**src/rtl/blackjack_pkg.sv**
```systemverilog
// Shared Blackjack types: deck index, dealer FSM states,
// default card geometry and rank encodings.
package blackjack_pkg;

  localparam int CARD_WIDTH_DEF  = 60;
  localparam int CARD_HEIGHT_DEF = 84;

  localparam logic [3:0] ACE   = 4'd1;
  localparam logic [3:0] JACK  = 4'd11;
  localparam logic [3:0] QUEEN = 4'd12;
  localparam logic [3:0] KING  = 4'd13;

  typedef struct packed {
    logic [1:0] suit;
    logic [3:0] rank;
  } card_idx_t;

  typedef enum logic [1:0] {
    IDLE,
    PROBE,
    ACK
  } deal_state_t;

  function automatic logic [9:0] slot_left(
    input int x0,
    input int pitch,
    input int i
  );
    return 10'(x0 + i * pitch);
  endfunction

endpackage

```
**src/rtl/card_lfsr.sv**
```systemverilog
// Free-running 8-bit Fibonacci LFSR, x^8+x^6+x^5+x^4+1.
module card_lfsr #(
  parameter logic [7:0] SEED = 8'hA5
) (
  input  logic       clk,
  input  logic       reset_n,
  output logic [7:0] value
);

  logic fb;

  assign fb = value[7] ^ value[5] ^ value[4] ^ value[3];

  always_ff @(posedge clk or negedge reset_n) begin
    if (!reset_n) value <= SEED;
    else          value <= {value[6:0], fb};
  end

endmodule

```
**src/rtl/card_dealer.sv**
```systemverilog
// Deck/hand manager with per-pixel slot lookup.
// CARD_DEALER_AUTOSHUFFLE_EN: refill an exhausted deck on request.
module card_dealer
  import blackjack_pkg::*;
#(
  parameter int         MAX_CARDS   = 6,
  parameter int         CARD_WIDTH  = CARD_WIDTH_DEF,
  parameter int         CARD_HEIGHT = CARD_HEIGHT_DEF,
  parameter int         CARD_GAP    = 8,
  parameter int         HAND_X0     = 40,
  parameter int         DEALER_Y    = 60,
  parameter int         PLAYER_Y    = 300,
  parameter logic [7:0] LFSR_SEED   = 8'hA5
) (
  input  logic       clk,
  input  logic       reset_n,
  input  logic       new_round,
  input  logic       deal_req,
  input  logic       deal_to,
  input  logic       deal_hidden,
  input  logic       reveal,
  output logic       deal_ack,
  output logic       deal_rej,
  output logic [3:0] deal_value,
  output logic       busy,
  output logic [2:0] player_count,
  output logic [2:0] dealer_count,
  input  logic [9:0] x,
  input  logic [8:0] y,
  output logic [9:0] card_x,
  output logic [8:0] card_y,
  output logic [3:0] card_value,
  output logic       card_visible
);

  localparam int PITCH = CARD_WIDTH + CARD_GAP;

  deal_state_t state, state_n;
  card_idx_t   idx, first_idx, next_idx;

  logic [7:0]  lfsr;
  logic        lfsr_unused;
  logic [63:0] used;
  logic [5:0]  used_cnt;
  logic        tgt, hid;
  logic        load, adv, commit, rej, shuffle, full;
  logic [3:0]  val;

  logic [3:0]           p_rank [MAX_CARDS];
  logic [3:0]           d_rank [MAX_CARDS];
  logic [MAX_CARDS-1:0] p_hid, d_hid;

  card_lfsr #(.SEED(LFSR_SEED)) u_lfsr (
    .clk     (clk),
    .reset_n (reset_n),
    .value   (lfsr)
  );

  assign lfsr_unused = ^lfsr[7:6];
  assign deal_ack    = (state == ACK);
  assign busy        = (state != IDLE);
  assign val         = idx.rank + 4'd1;
  assign full = (deal_to ? dealer_count : player_count)
             == 3'(MAX_CARDS);

  always_comb begin
    first_idx.suit = lfsr[5:4];
    first_idx.rank = (lfsr[3:0] >= KING)
                   ? lfsr[3:0] - KING : lfsr[3:0];
    next_idx = idx;
    if (idx.rank == QUEEN) begin
      next_idx.rank = 4'd0;
      next_idx.suit = idx.suit + 2'd1;
    end else begin
      next_idx.rank = idx.rank + 4'd1;
    end
  end

  always_ff @(posedge clk or negedge reset_n) begin
    if (!reset_n) state <= IDLE;
    else          state <= state_n;
  end

  always_comb begin
    state_n = state;
    load    = 1'b0;
    adv     = 1'b0;
    commit  = 1'b0;
    rej     = 1'b0;
    shuffle = 1'b0;
    if (new_round) begin
      state_n = IDLE;
    end else begin
      unique case (state)
        IDLE: if (deal_req) begin
          if (full) begin
            rej     = 1'b1;
            state_n = ACK;
          end else if (used_cnt == 6'd52) begin
`ifdef CARD_DEALER_AUTOSHUFFLE_EN
            shuffle = 1'b1;
            load    = 1'b1;
            state_n = PROBE;
`else
            rej     = 1'b1;
            state_n = ACK;
`endif
          end else begin
            load    = 1'b1;
            state_n = PROBE;
          end
        end
        PROBE: begin
          if (!used[idx]) begin
            commit  = 1'b1;
            state_n = ACK;
          end else begin
            adv = 1'b1;
          end
        end
        ACK:     state_n = IDLE;
        default: state_n = IDLE;
      endcase
    end
  end

  always_ff @(posedge clk or negedge reset_n) begin
    if (!reset_n) begin
      idx          <= '0;
      tgt          <= 1'b0;
      hid          <= 1'b0;
      used         <= '0;
      used_cnt     <= '0;
      player_count <= '0;
      dealer_count <= '0;
      p_rank       <= '{default: '0};
      d_rank       <= '{default: '0};
      p_hid        <= '0;
      d_hid        <= '0;
      deal_rej     <= 1'b0;
      deal_value   <= '0;
    end else begin
      deal_rej   <= rej;
      deal_value <= commit ? val : 4'd0;
      if (load) begin
        idx <= first_idx;
        tgt <= deal_to;
        hid <= deal_hidden;
      end else if (adv) begin
        idx <= next_idx;
      end
      if (shuffle) begin
        used     <= '0;
        used_cnt <= '0;
      end else if (commit) begin
        used[idx] <= 1'b1;
        used_cnt  <= used_cnt + 6'd1;
      end
      if (new_round) begin
        player_count <= '0;
        dealer_count <= '0;
      end else if (commit) begin
        if (tgt) begin
          d_rank[dealer_count] <= val;
          dealer_count <= dealer_count + 3'd1;
        end else begin
          p_rank[player_count] <= val;
          player_count <= player_count + 3'd1;
        end
      end
      // A reveal wins over a hidden card landing the same cycle.
      if (new_round || reveal) begin
        p_hid <= '0;
        d_hid <= '0;
      end else if (commit) begin
        if (tgt) d_hid[dealer_count] <= hid;
        else     p_hid[player_count] <= hid;
      end
    end
  end

  logic       hit, in_d, in_p;
  logic [9:0] hx;
  logic [8:0] hy;
  logic [3:0] hv;

  always_comb begin
    hit  = 1'b0;
    hx   = '0;
    hy   = '0;
    hv   = '0;
    in_d = (y >= 9'(DEALER_Y))
        && (y < 9'(DEALER_Y + CARD_HEIGHT));
    in_p = (y >= 9'(PLAYER_Y))
        && (y < 9'(PLAYER_Y + CARD_HEIGHT));
    for (int i = 0; i < MAX_CARDS; i++) begin
      if (x >= slot_left(HAND_X0, PITCH, i) &&
          x < slot_left(HAND_X0, PITCH, i)
              + 10'(CARD_WIDTH)) begin
        if (in_d && 3'(i) < dealer_count) begin
          hit = 1'b1;
          hx  = slot_left(HAND_X0, PITCH, i);
          hy  = 9'(DEALER_Y);
          hv  = d_hid[i] ? 4'd0 : d_rank[i];
        end else if (in_p && 3'(i) < player_count) begin
          hit = 1'b1;
          hx  = slot_left(HAND_X0, PITCH, i);
          hy  = 9'(PLAYER_Y);
          hv  = p_hid[i] ? 4'd0 : p_rank[i];
        end
      end
    end
  end

  always_ff @(posedge clk or negedge reset_n) begin
    if (!reset_n) begin
      card_x       <= '0;
      card_y       <= '0;
      card_value   <= '0;
      card_visible <= 1'b0;
    end else begin
      card_x       <= hx;
      card_y       <= hy;
      card_value   <= hv;
      card_visible <= hit;
    end
  end

endmodule

```
**config.mk**
```make
export PLATFORM = sky130hd
export DESIGN_NAME = card_dealer
export DESIGN_NICKNAME = d
export VERILOG_FILES = /design/src/rtl/blackjack_pkg.sv /design/src/rtl/card_lfsr.sv /design/src/rtl/card_dealer.sv
export SDC_FILE = /design/constraint.sdc
export NUM_CORES = 1
export LEC_CHECK = 0
export CORE_ASPECT_RATIO = 1.5
export CORE_MARGIN = 8
export CORE_UTILIZATION = 39
export CTS_CLUSTER_DIAMETER = 40
export DETAILED_ROUTE_END_ITERATION = 10
export PLACE_DENSITY = 0.56
export SYNTH_ARGS = -nofsm -noshare
export SYNTH_HDL_FRONTEND = slang
export SYNTH_SLANG_ARGS = --single-unit
```
**constraint.sdc**
```tcl
create_clock -name clk -period 4.7 [get_ports clk]
set_clock_uncertainty 0.05 [all_clocks]
set_input_delay 0.705 -clock clk [delete_from_list [all_inputs] [get_ports clk]]
set_output_delay 0.705 -clock clk [all_outputs]
set_load 0.1 [all_outputs]
```
==> out/qor.txt <==
Status - finished, final reports clean
Initial antenna violation count - 0
Sequential Power Share - 42.8%
Clk pwr share - 32.8%
Final Setup Violations - 0
Yosys top cell by area - dfrtp_1
CTS tree - built
CP endpoint kind - flip-flop
Initial DRC count - 517
Clk sinks - 171
CTS Buf Count - 17
Global placement routability congestion - 0.852
Ys Warns - 0
# DRC - 0
Die area - 0.0269 mm^2
Core area - 0.0216 mm^2
Clock Latency Late Sink - 0.43 ns
Final HPWL DP - 16.8 mm
Cell Rows - 66
GRT Total Usage - 17.9%
Reg2reg path depth - 8
Buf+Inv Stages, Crit Path - 1
CP Class - flip-flop to flip-flop
Drt wl/cell - 20.9 um
Share of post-route cells with drive strength above 1 - 16.1%
Synth Flop Type - dfrtp_1
Flops & latches, synth - 171
Htree depth - 4
Setup_tns - 0 ns
Fmax - 0.282 GHz
# port buffers - 51
Count leader, synth - dfrtp_1
RR Startpoint - idx[2]
Sw Share - 34.5%
Combinational power share - 24.4%
Syn avg cell area - 10.9 um^2
Filler cell count - 1963
EDFF count, synth - 0
Clock period minus final worst setup slack - 3.55 ns
Global route overflow - 0
R2r setup slk - 1.15 ns
Register clock-pin slew on the reported worst setup and hold paths - 0.07 ns
Final Net Count - 865
Diodes inserted - 0
Slew Viols, Final - 0
Delay-heaviest family, CP - simple AND/OR/NAND/NOR gates
Dpl cells - 1078
Cells after Synth - 780
CP Data Required Time - 4.97 ns
Root buffer selected by CTS - clkbuf_16
Cells taking the most area after synthesis - dfrtp_1, mux2_2, o21bai_1, mux2i_1, ha_1
Vias per std cell - 5.73
CP max FO - 16
Final Hold Viols - 0
Ratio of final minimum period to clock period - 75.5%
Pint - 2.71 mW
Worst Hold Class - input pin to asynchronous set/reset pin
Worst-Margin Slew - 1.22 ns
Crit path largest cell delay - 0.73 ns
Slew margin rel. - 18.3%
Vias in the first global route - 6705
List of most frequent post-synthesis cells - dfrtp_1, o21bai_1, mux2_2
Total of max-cap violations - 0
Initial Util - 39.5%
Synthesized area - 0.00852 mm^2
FFs w/ async S/R, synth - 100%
Pre-antenna DRT Iters - 6
Cells along the critical path - buf_4, mux2_2, o2bb2ai_1, a311oi_1, a2111o_1, nand4_4, or4_1, mux2_4
Routed WL - 23.2 mm
Static leakage - 4.40 nW
Boundary Pins - 63
Critical Path Start Type - flip-flop
Unrepaired setup endpoints after global routing - no
Area growth from synthesis to layout - 15.8%
Number of hold buffers added after cts - 0
Largest net degree at the start of global routing - 101
DRT antenna net count - 0
Post-CTS Resized - 0
FF-to-FF End - d_rank[17]
Post-CTS setup buffer count - 0
Global-route wire length before repair - 37.6 mm
Post-synthesis sequential area ratio - 50.3%
Via Count - 6347
CP Data Arrival Time - 3.82 ns
CTS Buffer Depth - 2
Pwr per Cell Area - 420 mW/mm^2
Area share of the largest cell type after synthesis - 49.0%
Slowest cell on crit path - dfrtp_1
Die H - 197 um
Final cell count without fillers - 1108
Synth cell types - 67
IR drop worst, VDD - 265 uV
Net Sw Power - 1.43 mW
Die W - 137 um
layout by cell type (no fill, tap or decap), types with 24 or more instances in the layout:
cell type,instances
a21oi_1,24
buf_4,25
clkdlybuf4s50_1,50
dfrtp_1,167
inv_1,31
mux2_2,46
nand2_1,40
nand3_1,26
nand4_1,26
nor2_1,37
o21bai_1,56
routing by layer:
layer  routed length, um  up-vias  GRT usage [%]  part of all wire [%]
met5                   0        -              0                     0
met4                 973        0           8.94                   4.2
met3                 859       44           3.08                   3.7
met2               12300      167           31.7                    53
met1                9110     3209           20.1                    39
li1                    -     2927              -                     -
worst max path at each step:
stage	from	end	depth (start not counted)
floorplan	state[0]	deal_ack	3
global placement	idx[2]	d_rank[17]	8
detailed placement	idx[0]	d_rank[18]	8
CTS	idx[2]	d_rank[17]	8
global route	idx[0]	idx[3]	9
finish	idx[2]	d_rank[17]	8
flip-flops by register name, indices dropped and copies added, names as in the netlist:
name          flops
card_y            3
used             64
d_rank           24
d_hid             6
tgt               1
p_rank           24
card_x            5
deal_rej          1
u_lfsr.value      8
state             2
dealer_count      3
card_value        4
deal_value        4
idx               6
used_cnt          6
p_hid             6
hid               1
player_count      3
final cells by class:
class                           instances  area (um^2)  share of cell area [%]
Clock inverter                         11          108                    1.09
Multi-Input combinational cell        525         3840                    38.9
Clock buffer                           19          453                    4.59
Timing Repair Buffer                   77          719                    7.29
Inverter                               33          124                    1.26
Tap cell                              272          340                    3.45
Sequential cell                       171         4280                    43.4
power by group through the flow:
stage	sequential, mW	combinational [mW]	clock (mW)
2_1_floorplan	1.74	0.721	0
3_3_place_gp	1.79	0.998	0
3_5_place_dp	1.79	1.01	0
4_1_cts	1.77	1.01	1.39
5_1_grt	1.79	1.10	1.45
6_report	1.77	1.01	1.36
through the flow:
stage | power (mW) | utilization (%) | worst slack [ns] | hold WS [ns] | cell area (um^2)
6_report | 4.14 | 45.8 | 1.15 | 0.298 | 9870
5_1_grt | 4.34 | 45.8 | 0.976 | 0.351 | 9870
4_1_cts | 4.17 | 45.8 | 1.18 | 0.320 | 9870
3_5_place_dp | 2.81 | 43.2 | 1.19 | 0.307 | 9310
3_3_place_gp | 2.79 | 43.2 | 1.20 | 0.290 | 9310
2_1_floorplan | 2.46 | - | 1.85 | 0.283 | 8550
kinds of logic after synthesis:
family	count (synthesis)	share of synthesized area (%)
compound gates	193	16.3
xor+xnor	12	1.23
fa+ha+maj	15	2.17
buf+inv	90	4.98
flops	171	50.3
mux	79	11.2
other cells	1	0.0440
simple gates	219	13.8
No activity file was read; power rests on OpenSTA's default activity.
